==> src/rtl/regfile_access_arbiter.sv <==
// Round-robin arbiter giving two requesters shared access to one single-port
// register file; one transaction every three cycles (IDLE -> ACCESS -> DONE).
module regfile_access_arbiter #(
    parameter int ADDRESS_WIDTH = 4,
    parameter int DATA_WIDTH    = 8
) (
    input  logic                     clk,
    input  logic                     rst,
    input  logic                     req0_valid,
    input  logic                     req0_we,
    input  logic [ADDRESS_WIDTH-1:0] req0_addr,
    input  logic [DATA_WIDTH-1:0]    req0_wdata,
    output logic                     req0_ready,
    output logic                     req0_rvalid,
    output logic [DATA_WIDTH-1:0]    req0_rdata,
    input  logic                     req1_valid,
    input  logic                     req1_we,
    input  logic [ADDRESS_WIDTH-1:0] req1_addr,
    input  logic [DATA_WIDTH-1:0]    req1_wdata,
    output logic                     req1_ready,
    output logic                     req1_rvalid,
    output logic [DATA_WIDTH-1:0]    req1_rdata,
    output logic                     rf_we,
    output logic [ADDRESS_WIDTH-1:0] rf_addr,
    output logic [DATA_WIDTH-1:0]    rf_wdata,
    input  logic [DATA_WIDTH-1:0]    rf_rdata
);

    typedef enum logic [1:0] {
        S_IDLE   = 2'd0,
        S_ACCESS = 2'd1,
        S_DONE   = 2'd2
    } state_t;

    state_t                   r_state;
    state_t                   w_next_state;
    logic                     r_last_grant;
    logic                     r_cmd_we;
    logic [ADDRESS_WIDTH-1:0] r_cmd_addr;
    logic [DATA_WIDTH-1:0]    r_cmd_wdata;
    logic                     r_cmd_id;
    logic [DATA_WIDTH-1:0]    r_rdata;

    logic                     w_any_valid;
    logic                     w_grant_id;
    logic                     w_sel_we;
    logic [ADDRESS_WIDTH-1:0] w_sel_addr;
    logic [DATA_WIDTH-1:0]    w_sel_wdata;

    // Winner selection: on a tie the requester not served last goes first.
    always_comb begin
        w_any_valid = req0_valid | req1_valid;
        if (req0_valid && req1_valid) begin
            w_grant_id = ~r_last_grant;
        end else if (req1_valid) begin
            w_grant_id = 1'b1;
        end else begin
            w_grant_id = 1'b0;
        end
    end

    // Command fields of the winning requester.
    always_comb begin
        if (w_grant_id) begin
            w_sel_we    = req1_we;
            w_sel_addr  = req1_addr;
            w_sel_wdata = req1_wdata;
        end else begin
            w_sel_we    = req0_we;
            w_sel_addr  = req0_addr;
            w_sel_wdata = req0_wdata;
        end
    end

    // Next-state and handshake/register-file outputs; reset silences everything.
    always_comb begin
        w_next_state = r_state;
        req0_ready   = 1'b0;
        req1_ready   = 1'b0;
        req0_rvalid  = 1'b0;
        req1_rvalid  = 1'b0;
        rf_we        = 1'b0;
        rf_addr      = '0;
        rf_wdata     = '0;
        if (rst) begin
            w_next_state = S_IDLE;
        end else begin
            case (r_state)
                S_IDLE: begin
                    if (w_any_valid) begin
                        w_next_state = S_ACCESS;
                        req0_ready   = ~w_grant_id;
                        req1_ready   = w_grant_id;
                    end else begin
                        w_next_state = S_IDLE;
                    end
                end
                S_ACCESS: begin
                    rf_we        = r_cmd_we;
                    rf_addr      = r_cmd_addr;
                    rf_wdata     = r_cmd_wdata;
                    w_next_state = S_DONE;
                end
                S_DONE: begin
                    req0_rvalid  = ~r_cmd_id;
                    req1_rvalid  = r_cmd_id;
                    w_next_state = S_IDLE;
                end
                default: begin
                    w_next_state = S_IDLE;
                end
            endcase
        end
    end

    assign req0_rdata = r_rdata;
    assign req1_rdata = r_rdata;

    // State register.
    always_ff @(posedge clk) begin
        if (rst) begin
            r_state <= S_IDLE;
        end else begin
            r_state <= w_next_state;
        end
    end

    // Command capture, read-data capture and round-robin pointer update.
    always_ff @(posedge clk) begin
        if (rst) begin
            r_last_grant <= 1'b1;
            r_cmd_we     <= 1'b0;
            r_cmd_addr   <= '0;
            r_cmd_wdata  <= '0;
            r_cmd_id     <= 1'b0;
            r_rdata      <= '0;
        end else begin
            case (r_state)
                S_IDLE: begin
                    if (w_any_valid) begin
                        r_cmd_we    <= w_sel_we;
                        r_cmd_addr  <= w_sel_addr;
                        r_cmd_wdata <= w_sel_wdata;
                        r_cmd_id    <= w_grant_id;
                    end
                end
                S_ACCESS: begin
                    r_rdata <= r_cmd_we ? r_cmd_wdata : rf_rdata;
                end
                S_DONE: begin
                    r_last_grant <= r_cmd_id;
                end
                default: begin
                    r_last_grant <= r_last_grant;
                end
            endcase
        end
    end

endmodule

==> config.mk <==
export PLATFORM = sky130hd
export DESIGN_NAME = regfile_access_arbiter
export DESIGN_NICKNAME = d
export VERILOG_FILES = /design/src/rtl/regfile_access_arbiter.sv
export SDC_FILE = /design/constraint.sdc
export NUM_CORES = 1
export LEC_CHECK = 0
export CORE_MARGIN = 5
export CORE_UTILIZATION = 42
export DETAILED_ROUTE_END_ITERATION = 12
export GPL_TIMING_DRIVEN = 0
export PLACE_DENSITY = 0.95
export SLEW_MARGIN = 20
export SYNTH_ARGS = -nofsm -noshare
export SYNTH_HDL_FRONTEND = slang
export SYNTH_SLANG_ARGS = --single-unit
==> constraint.sdc <==
create_clock -name clk -period 5.1 [get_ports clk]
set_clock_uncertainty 0.2 [all_clocks]
set_input_delay 1.53 -clock clk [delete_from_list [all_inputs] [get_ports clk]]
set_output_delay 1.53 -clock clk [all_outputs]
set_load 0.02 [all_outputs]
==> summary.txt, run 1 <==
Synthesis
  • Post-Synthesis Cell Area: around 1300 µm²
  • Seq/Total Area, Yosys: a little under two fifths
  • Syn_nets: 193
  • Synth Warn #: 0
  • Area share of the largest cell type after synthesis: between 30 and 40%
  • Yosys reg bits: 25
  • Post-synthesis cell type count: 26
  • Top cells by area, synth: dfxtp_1, a311oi_1, nand2_1
  • Syn_area_per_cell: 8.59 µm²
  • Mapped Cells: 155
  • Area leader, netlist: dfxtp_1

Floorplanning
  • Die W: between 60 and 70 µm
  • Starting Density: 43.6%
  • Io pins: a little over 70
  • Placeable Area: 3050 µm²
  • Die Y: 66.3 µm
  • Rows: 20
  • Full die area: ~4400 µm²

STA
  • Fin. max-slew vios: 0
  • Final Setup Violations: 0
  • Worst-margin pin slew: 0.430 ns
  • RSZ-0062 raised after global routing: false
  • Final period utilization: 97.8%
  • Fin. Hold Viols: 0
  • Max transition margin: 71.1%
  • Fin Setup TNS: 0 ns
  • Peak Freq: about 200 MHz
  • Clock period minus worst slack: between 4 and 5 ns

Min path
  • Hold Crit Depth: 2
  • WHS Endpoint: req0_rdata[2]$_SDFFE_PP0N_
  • Worst min-delay path category: register to register
  • Min-delay src: req0_rdata[2]$_SDFFE_PP0N_

Drt
  • Routed wire length: ~3.7 mm
  • Detail Route Antenna Nets: 0
  • Vias/cell: around 5
  • Wire length per cell: around 14 µm
  • First-pass DRT Iterations: 4
  • Iteration-0 DRC Markers: just under 70
  • Via count: around 1,400
  • DRC Markers: 0

CTS
  • Clock-pin slew on the worst setup and hold paths: about 0.13 ns
  • H-tree depth: 1
  • Clock Sinks: 25
  • TritonCTS clock tree: built
  • CTS max path bufs: 2
  • Worst skew pair latency: ~0.31 ns
  • Hold_buf cts: 0
  • Post-CTS Setup Inserts: 0
  • CTS Buf Count: 3
  • Clock Root Buffer: clkbuf_4

Pwr
  • Power per cell area: between 200 and 250 nW/µm²
  • VDD IR max: about 0.00011 V
  • P_leak: 0.860 nW

Global routing
  • Vias in the first global route: between 1,000 and 1,500
  • Largest net degree at the start of global routing: 14
  • First-pass GRT wire length: 5.83 mm
  • Initial antenna violation count: 0
  • GRT Util Overall: around 17%
  • Total global routing overflow: 0

Critical path
  • Startpoint types: input port
  • Worst Path Buf+Inv: 4
  • Crit path max-delay cell type: clkdlybuf4s50_1
  • Worst r2r src: r_state[1]$_SDFF_PP0_
  • Biggest cell delay along the critical path: 0.63 ns
  • Crit. End Element: primary output
  • Crit path required time: around 3.4 ns
  • Worst reg-to-reg setup slack: approximately 3.6 ns
  • Crit-path max FO: 10
  • Class of the most critical setup path: input port to primary output
  • Worst path top cell family by delay: buffers and inverters
  • Worst R2R Path Depth: 3
  • Reg2reg end: r_cmd_wdata[4]$_SDFFE_PP0P_
  • Worst path arrival time: approximately 3.3 ns
  • CP Cell Sequence: clkdlybuf4s50_1 > clkbuf_2 > clkbuf_2 > nor3b_1 > clkdlybuf4s50_1

Placement
  • Area after DPL: 2090 µm²
  • Number of port buffers: 70
  • GPL Wtd Cong: 0.804
  • DP HPWL: ~3 mm

Finish
  • Fin util: 69.6%
  • Diode count: 0
  • Fin nets: about 270
  • Layout cell share with drive strength beyond 1: about an eighth
  • Fin area: ~2100 µm²
  • Fill cells: between 200 and 300
  • Layout area overhead: 59.7%

Flow run
  • Number of max-cap violations: 0

Outcome
  • Status: completed
-- power by group --
| part | internal [mW] | switching, mW |
|---|---|---|
| Sequential | 0.216 | 0.0154 |
| Combinational | 0.0959 | 0.0799 |
| Clock | 0.0306 | 0.0579 |
| Total | 0.342 | 0.153 |
-- cell usage in the layout (no fill, tap or decap), types with 2 or more instances in the layout --
cell	count
nand2b_1	2
a21oi_1	14
mux2i_1	9
a211oi_1	8
a311oi_1	12
nor2_1	10
buf_6	3
clkbuf_2	4
and2_1	13
clkdlybuf4s50_1	67
nand2_1	27
buf_4	12
dfxtp_1	25
clkbuf_4	4
dlymetal6s2s_1	2
nor3_1	3
-- tightest hold or removal path, cell delays in order (launching register included) --
cell and delay (ns):
dfxtp_1 0.34, nor2_1 0.10, a211oi_1 0.05
-- area by class of cell --
class                      count  area [µm²]  share of cell area [%]
clock buffer                   4        26.3                    1.24
timing repair buffer          70         704                    33.1
tap                           44        55.1                    2.59
sequential                    25         500                    23.5
buffer                        21         165                    7.77
multi-input combinational    109         674                    31.7
-- state kept, by name (all words and copies together) (netlist names) --
name / cells
r_cmd_we: 1
r_state: 2
req0_rdata: 8
r_last_grant: 1
r_cmd_id: 1
r_cmd_addr: 4
r_cmd_wdata: 8
-- per-stage QoR --
| step | power [mW] | worst slack (ns) | cells | hold WS, ns |
|---|---|---|---|---|
| floorplan | 0.332 | 0.818 | 155 | 0.269 |
| global placement | 0.406 | -0.170 | 269 | 0.289 |
| detailed placement | 0.412 | -0.127 | 269 | 0.307 |
| CTS | 0.496 | 0.0336 | 273 | 0.325 |
| global route | 0.520 | 0.0176 | 273 | 0.350 |
| finish | 0.495 | 0.113 | 273 | 0.319 |
-- routing by layer --
layer | up-vias | global-route usage, % | wire, µm
met4 | 0 | 5.58 | 42
met1 | 629 | 19.5 | 1420
met3 | 4 | 2.21 | 264
met5 | - | 0 | 0
li1 | 687 | - | -
met2 | 51 | 32.1 | 1970
-- timing repair --
| item | in CTS | in global routing |
|---|---|---|
| resized for setup | 4 | 4 |
| endpoints found under the setup margin | 12 | 3 |
| cloned | 0 | 0 |
-- worst max path at each step --
stage	from	end	slack, ns	depth (start not counted)
after floorplan	req1_valid	req1_ready	0.82	3
after global routing	rst	req1_rvalid	0.02	5
after CTS	rst	req1_rvalid	0.03	5
after detailed placement	rst	req0_ready	-0.13	5
final	rst	req1_rvalid	0.11	5
after global placement	rst	req0_ready	-0.17	5
-- synth_stat cells, drive strengths merged --
master and instances:
a211oi 8, nand2b 2, mux2i 9, a21bo 1
and2 13, nand3 1, nor2 11, clkbuf 6
a21oi 14, a21boi 1, nor2b 1, or2 1
o31ai 1, dfxtp 25, nor3 3, nor4 1
buf 15, nor3b 2, nand2 27, a311oi 13
-- logic make-up (layout without fill, tap and decap cells) --
family / after synthesis / count (layout) / share of synthesized area [%]
simple gates: 62 / 62 / 22.0
compound gates: 38 / 38 / 21.5
flops: 25 / 25 / 37.6
buf+inv: 21 / 95 / 12.1
mux: 9 / 9 / 6.77
(Power assumes the default switching activity.)
==> run 2: changes to the inputs <==
--- a/config.mk
+++ b/config.mk
@@ -7,2 +7,3 @@
 export LEC_CHECK = 0
+export CAP_MARGIN = 30
 export CORE_MARGIN = 5
@@ -11,2 +12,3 @@
 export GPL_TIMING_DRIVEN = 0
+export HOLD_SLACK_MARGIN = 0.08
 export PLACE_DENSITY = 0.95
==> constraint.sdc (replaced) <==
create_clock -name clk -period 5.1 [get_ports clk]
set_clock_uncertainty 0.2 [all_clocks]
set_input_delay 0.51 -clock clk [delete_from_list [all_inputs] [get_ports clk]]
set_output_delay 0.51 -clock clk [all_outputs]
set_load 0.02 [all_outputs]
==> run 2 against run 1 <==
Net effect:
- sequential cell count unchanged
- routed wire length is 0.81% higher
- worst setup slack gained 1.8 ns
- utilization is 0.41 points lower
==> summary.txt, run 2 (same netlist as run 1, synthesis figures left out) <==
Outcome
  • Status: completed

Global routing
  • Initial antenna violation count: 0
  • First-pass GRT wire length: between 5 and 6 mm
  • GRT Util Overall: roughly 17%
  • Vias in the first global route: around 1,400
  • Total global routing overflow: 0
  • Largest net degree at the start of global routing: 14

Finish
  • Layout cell share with drive strength beyond 1: 10.9%
  • Most common cell after layout, fill and taps aside: clkdlybuf4s50_1
  • Fin nets: 268
  • Layout area overhead: 58.7%
  • Diode count: 0
  • Commonest cells after routing, fill and taps aside: clkdlybuf4s50_1, nand2_1, dfxtp_1, a21oi_1, and2_1

STA
  • Final Setup Violations: 0
  • Fin. max-slew vios: 0
  • Final period utilization: just over 60%
  • Worst setup margin: around 1.9 ns
  • Fin Setup TNS: 0 ns
  • Worst-margin pin slew: about 0.49 ns
  • Clock period minus worst slack: 3.18 ns
  • Max transition margin: between 60% and 70%
  • RSZ-0062 raised after global routing: false
  • Fin Hold WS: around 0.32 ns
  • Peak Freq: around 310 MHz
  • Fin. Hold Viols: 0

Pwr
  • VDD IR max: 0.000106 V
  • Power, Total: around 0.50 mW
  • P_leak: between 0.8 and 0.9 nW
  • Power per cell area: between 200 and 250 nW/µm²

CTS
  • Hold_buf cts: 0
  • H-tree depth: 1
  • Worst skew pair latency: roughly 0.32 ns
  • TritonCTS clock tree: built
  • # resized after CTS: 0
  • Clock Root Buffer: clkbuf_4
  • Clock-pin slew on the worst setup and hold paths: between 0.1 and 0.15 ns
  • Post-CTS Setup Inserts: 0
  • CTS Buf Count: 3
  • Clock Sinks: 25
  • CTS max path bufs: 2

Placement
  • DP HPWL: between 3 and 4 mm
  • GPL Wtd Cong: between 0.8 and 0.9
  • Post-place setup slack: ~1.9 ns
  • Number of port buffers: 70

Critical path
  • Worst R2R Path Depth: 3
  • CP Cell Sequence: clkdlybuf4s50_1 > clkbuf_1 > clkbuf_1 > nor3_1 > clkdlybuf4s50_1
  • Biggest cell delay along the critical path: about 0.57 ns
  • Crit-path max FO: 10
  • Class of the most critical setup path: input port to primary output
  • Startpoint types: input port
  • Crit path max-delay cell type: clkdlybuf4s50_1
  • Crit. End Element: primary output
  • Worst path arrival time: between 2 and 2.5 ns
  • Crit path required time: 4.39 ns

Drt
  • Iteration-0 DRC Markers: 72
  • DRC Markers: 0
  • Detail Route Antenna Nets: 0
  • Vias/cell: 5.01
  • Routed wire length: around 3.7 mm
  • First-pass DRT Iterations: 6
  • Wire length per cell: 13.7 µm
  • Via count: ~1,400

Floorplanning
  • Io pins: 71
  • Die Y: between 60 and 70 µm
  • Die W: 66.3 µm
  • Full die area: 4400 µm²
  • Rows: 20
  • Starting Density: 43.6%
  • Placeable Area: between 3000 and 4000 µm²

Min path
  • Hold Crit Depth: 2
  • Worst min-delay path category: register to register

Flow run
  • Number of max-cap violations: 0
-- run 2: changes by cell type in the layout (fill, tap and decap cells not counted) --
cell,delta
clkbuf_1,+3
clkbuf_2,-3
clkdlybuf4s50_1,+3
dlymetal6s2s_1,-2
dlygate4sd2_1,-1
nor3b_1,+1
nor3b_2,-1
-- run 2: layer usage --
layer / global-route usage (%) / routed length, µm
met5: 0 / 0
met4: 6.60 / 68
met3: 2.38 / 231
met2: 32.0 / 1950
met1: 19.3 / 1480
-- run 2: critical path, delay by kind of cell --
| kind | cells | cell delay (ns) |
|---|---|---|
| buffers and inverters | 4 | 1.83 |
| AND/OR/NAND/NOR | 1 | 0.12 |
-- run 2: worst paths after layout --
check	from	end	slack (ns)
hold reg to reg	req0_rdata[2]$_SDFFE_PP0N_	req0_rdata[2]$_SDFFE_PP0N_	0.32
setup reg to reg	r_state[1]$_SDFF_PP0_	r_cmd_wdata[0]$_SDFFE_PP0P_	3.58
setup / recovery	rst	req0_ready	1.92
hold / removal	req0_rdata[2]$_SDFFE_PP0N_	req0_rdata[2]$_SDFFE_PP0N_	0.32
-- run 2: stage by stage --
stage               instance area, µm²  util (%)  cells
finish                            2110      69.2    273
global route                      2110      69.2    273
global placement                  2090      68.4    269
CTS                               2110      69.2    273
floorplan                         1330         -    155
detailed placement                2090      68.4    269
-- run 2: area by class of cell --
class | count | area [µm²]
clock buffers | 4 | 26.3
flip-flops and latches | 25 | 500
fillers | 259 | 940
multi-input cells | 109 | 669
repair buffers | 70 | 701
well taps | 44 | 55.1
plain buffers | 21 | 161
-- run 2: report_power, final --
group	switching, mW	internal (mW)	total, mW
Sequential	0.0155	0.216	0.231
Combinational	0.0800	0.0960	0.176
Clock	0.0599	0.0306	0.0906
==> run 3: changes to the inputs <==
- CORE_UTILIZATION: 42 -> 39
- PLACE_DENSITY: 0.95 -> 0.91
- clock period: 5.1 -> 3.06 ns (I/O delays scaled with it)
==> run 3 against run 2 <==
Net effect:
- global-route usage fell by 0.78 points
- non-clock buffer count did not move
- die area rose by 6.5%
- critical path depth did not move
- worst hold slack got worse by 0.0014 ns
- cell count rose by 0.73%
- routed wire length rose by 1.8%
- final area rose by 0.18%
- critical path type unchanged
- first-iteration DRC count fell by 9.7%
- sequential cell count did not move
- sequential share of layout area barely moved
- combinational power rose by 67%
==> summary.txt, run 3 (same netlist as run 1, synthesis figures left out) <==
Drt
  • First-pass DRT Iterations: 4
  • Wire length per cell: 13.8 µm
  • Routed wire length: 3.80 mm
  • DRC Markers: 0
  • Vias/cell: between 4 and 5
  • Via count: around 1,300
  • Iteration-0 DRC Markers: 65
  • Detail Route Antenna Nets: 0

Pwr
  • P_int: roughly 0.57 mW
  • Clock power frac: between 10% and 20%
  • P_leak: 0.813 nW
  • Power per cell area: between 300 and 400 nW/µm²
  • Power, Total: 0.824 mW
  • Logic pwr share: a little over a third
  • NetSw: around 0.26 mW
  • VDD IR max: between 0.00015 and 0.0002 V
  • Sw Share: between 30% and 40%
  • Seq pwr share: between 40% and 50%

Critical path
  • Crit path required time: ~2.6 ns
  • Worst Path Buf+Inv: 4
  • Worst path top cell family by delay: buffers and inverters
  • Startpoint types: input port
  • Worst path arrival time: 2.30 ns
  • Biggest cell delay along the critical path: 0.57 ns
  • CP Cell Sequence: clkdlybuf4s50_1 > clkbuf_1 > clkbuf_1 > nor3_1 > clkdlybuf4s50_1
  • Crit-path max FO: 10
  • Crit. End Element: primary output
  • Crit path max-delay cell type: clkdlybuf4s50_1
  • Class of the most critical setup path: input port to primary output

STA
  • Fin Setup TNS: 0 ns
  • Worst-margin pin slew: 0.540 ns
  • Worst setup margin: ~0.26 ns
  • RSZ-0062 raised after global routing: false
  • Max transition margin: a little under two thirds
  • Fin. max-slew vios: 0
  • Final period utilization: 91.6%
  • Fin. Hold Viols: 0
  • Final Setup Violations: 0
  • Fin Hold WS: ~0.32 ns
  • Peak Freq: 357 MHz
  • Clock period minus worst slack: between 2 and 3 ns

Finish
  • Layout area overhead: 59.0%
  • Fin util: a little under two thirds
  • Diode count: 0
  • Commonest cells after routing, fill and taps aside: clkdlybuf4s50_1, nand2_1, dfxtp_1, a21oi_1, and2_1
  • Most common cell after layout, fill and taps aside: clkdlybuf4s50_1
  • Fin area: about 2100 µm²
  • Fin nets: ~270
  • Post-Layout Cell Count: around 280
  • Layout cell share with drive strength beyond 1: 11.4%

Floorplanning
  • Placeable Area: roughly 3300 µm²
  • Die W: around 68 µm
  • Io pins: 71
  • Full die area: 4680 µm²
  • Rows: 21
  • Die Y: just under 70 µm
  • Starting Density: about two fifths

Placement
  • Placed insts: around 270
  • Post-place setup slack: approximately 0.25 ns
  • GPL Wtd Cong: 0.775
  • Number of port buffers: 70
  • Area after DPL: between 2000 and 2500 µm²
  • DP HPWL: roughly 3.0 mm

Min path
  • Worst min-delay path category: register to register

Global routing
  • Total global routing overflow: 0
  • First-pass GRT wire length: a little under 6 mm
  • GRT Util Overall: 16.4%
  • Initial antenna violation count: 0
  • Largest net degree at the start of global routing: 15
  • Vias in the first global route: approximately 1,400

CTS
  • Hold_buf cts: 0
  • Clock Root Buffer: clkbuf_4
  • CTS Buf Count: 3
  • Clock-pin slew on the worst setup and hold paths: between 0.1 and 0.15 ns
  • TritonCTS clock tree: built
  • Post-CTS Setup Inserts: 0
  • Clock Sinks: 25
  • CTS max path bufs: 2
  • Worst skew pair latency: 0.31 ns
  • H-tree depth: 1
  • # resized after CTS: 0

Flow run
  • Number of max-cap violations: 0

Outcome
  • Status: completed
==> run 3: changes by cell type in the layout (fill, tap and decap cells not counted), sizes merged <==
cell,previous run,this run
clkinv,0,1
clkbuf,10,9
==> run 3: per-layer routing <==
layer,global-route usage (%),wire [µm],vias to the layer above
li1,-,-,688
met1,18.3,1530,612
met2,31.3,2000,45
met3,2.79,241,2
met4,4.22,26,0
met5,0,0,-
==> run 3: power by group through the flow <==
stage | Combinational, mW | Clock (mW) | Sequential, mW
finish | 0.294 | 0.145 | 0.385
detailed placement | 0.296 | 0 | 0.392
global route | 0.317 | 0.161 | 0.390
global placement | 0.289 | 0 | 0.390
floorplan | 0.156 | 0 | 0.398
CTS | 0.296 | 0.147 | 0.385
==> run 3: worst paths after layout <==
kind | from | endpoint | slack, ns | cells past startpoint
worst max-delay path | rst | req0_ready | 0.26 | 5
worst min-delay path | req0_rdata[6]$_SDFFE_PP0N_ | req0_rdata[6]$_SDFFE_PP0N_ | 0.32 | 2
worst max register to register | r_state[1]$_SDFF_PP0_ | r_cmd_addr[3]$_SDFFE_PP0P_ | 1.51 | 3
worst min register to register | req0_rdata[6]$_SDFFE_PP0N_ | req0_rdata[6]$_SDFFE_PP0N_ | 0.32 | 2
==> run 3: layout make-up <==
class	count	area, µm²
fill	312	1190
timing repair buffer	70	701
multi-input combinational	109	669
sequential	25	500
buffer	21	161
tap	46	57.6
clock buffer	3	22.5
clock inverter	1	5.00
==> run 3: tightest hold or removal path: cells and delay by family (launching register included) <==
family	cells	cell delay, ns
AO/OA/AOI/OAI	1	0.05
AND/OR/NAND/NOR	1	0.10
flip-flops	1	0.34
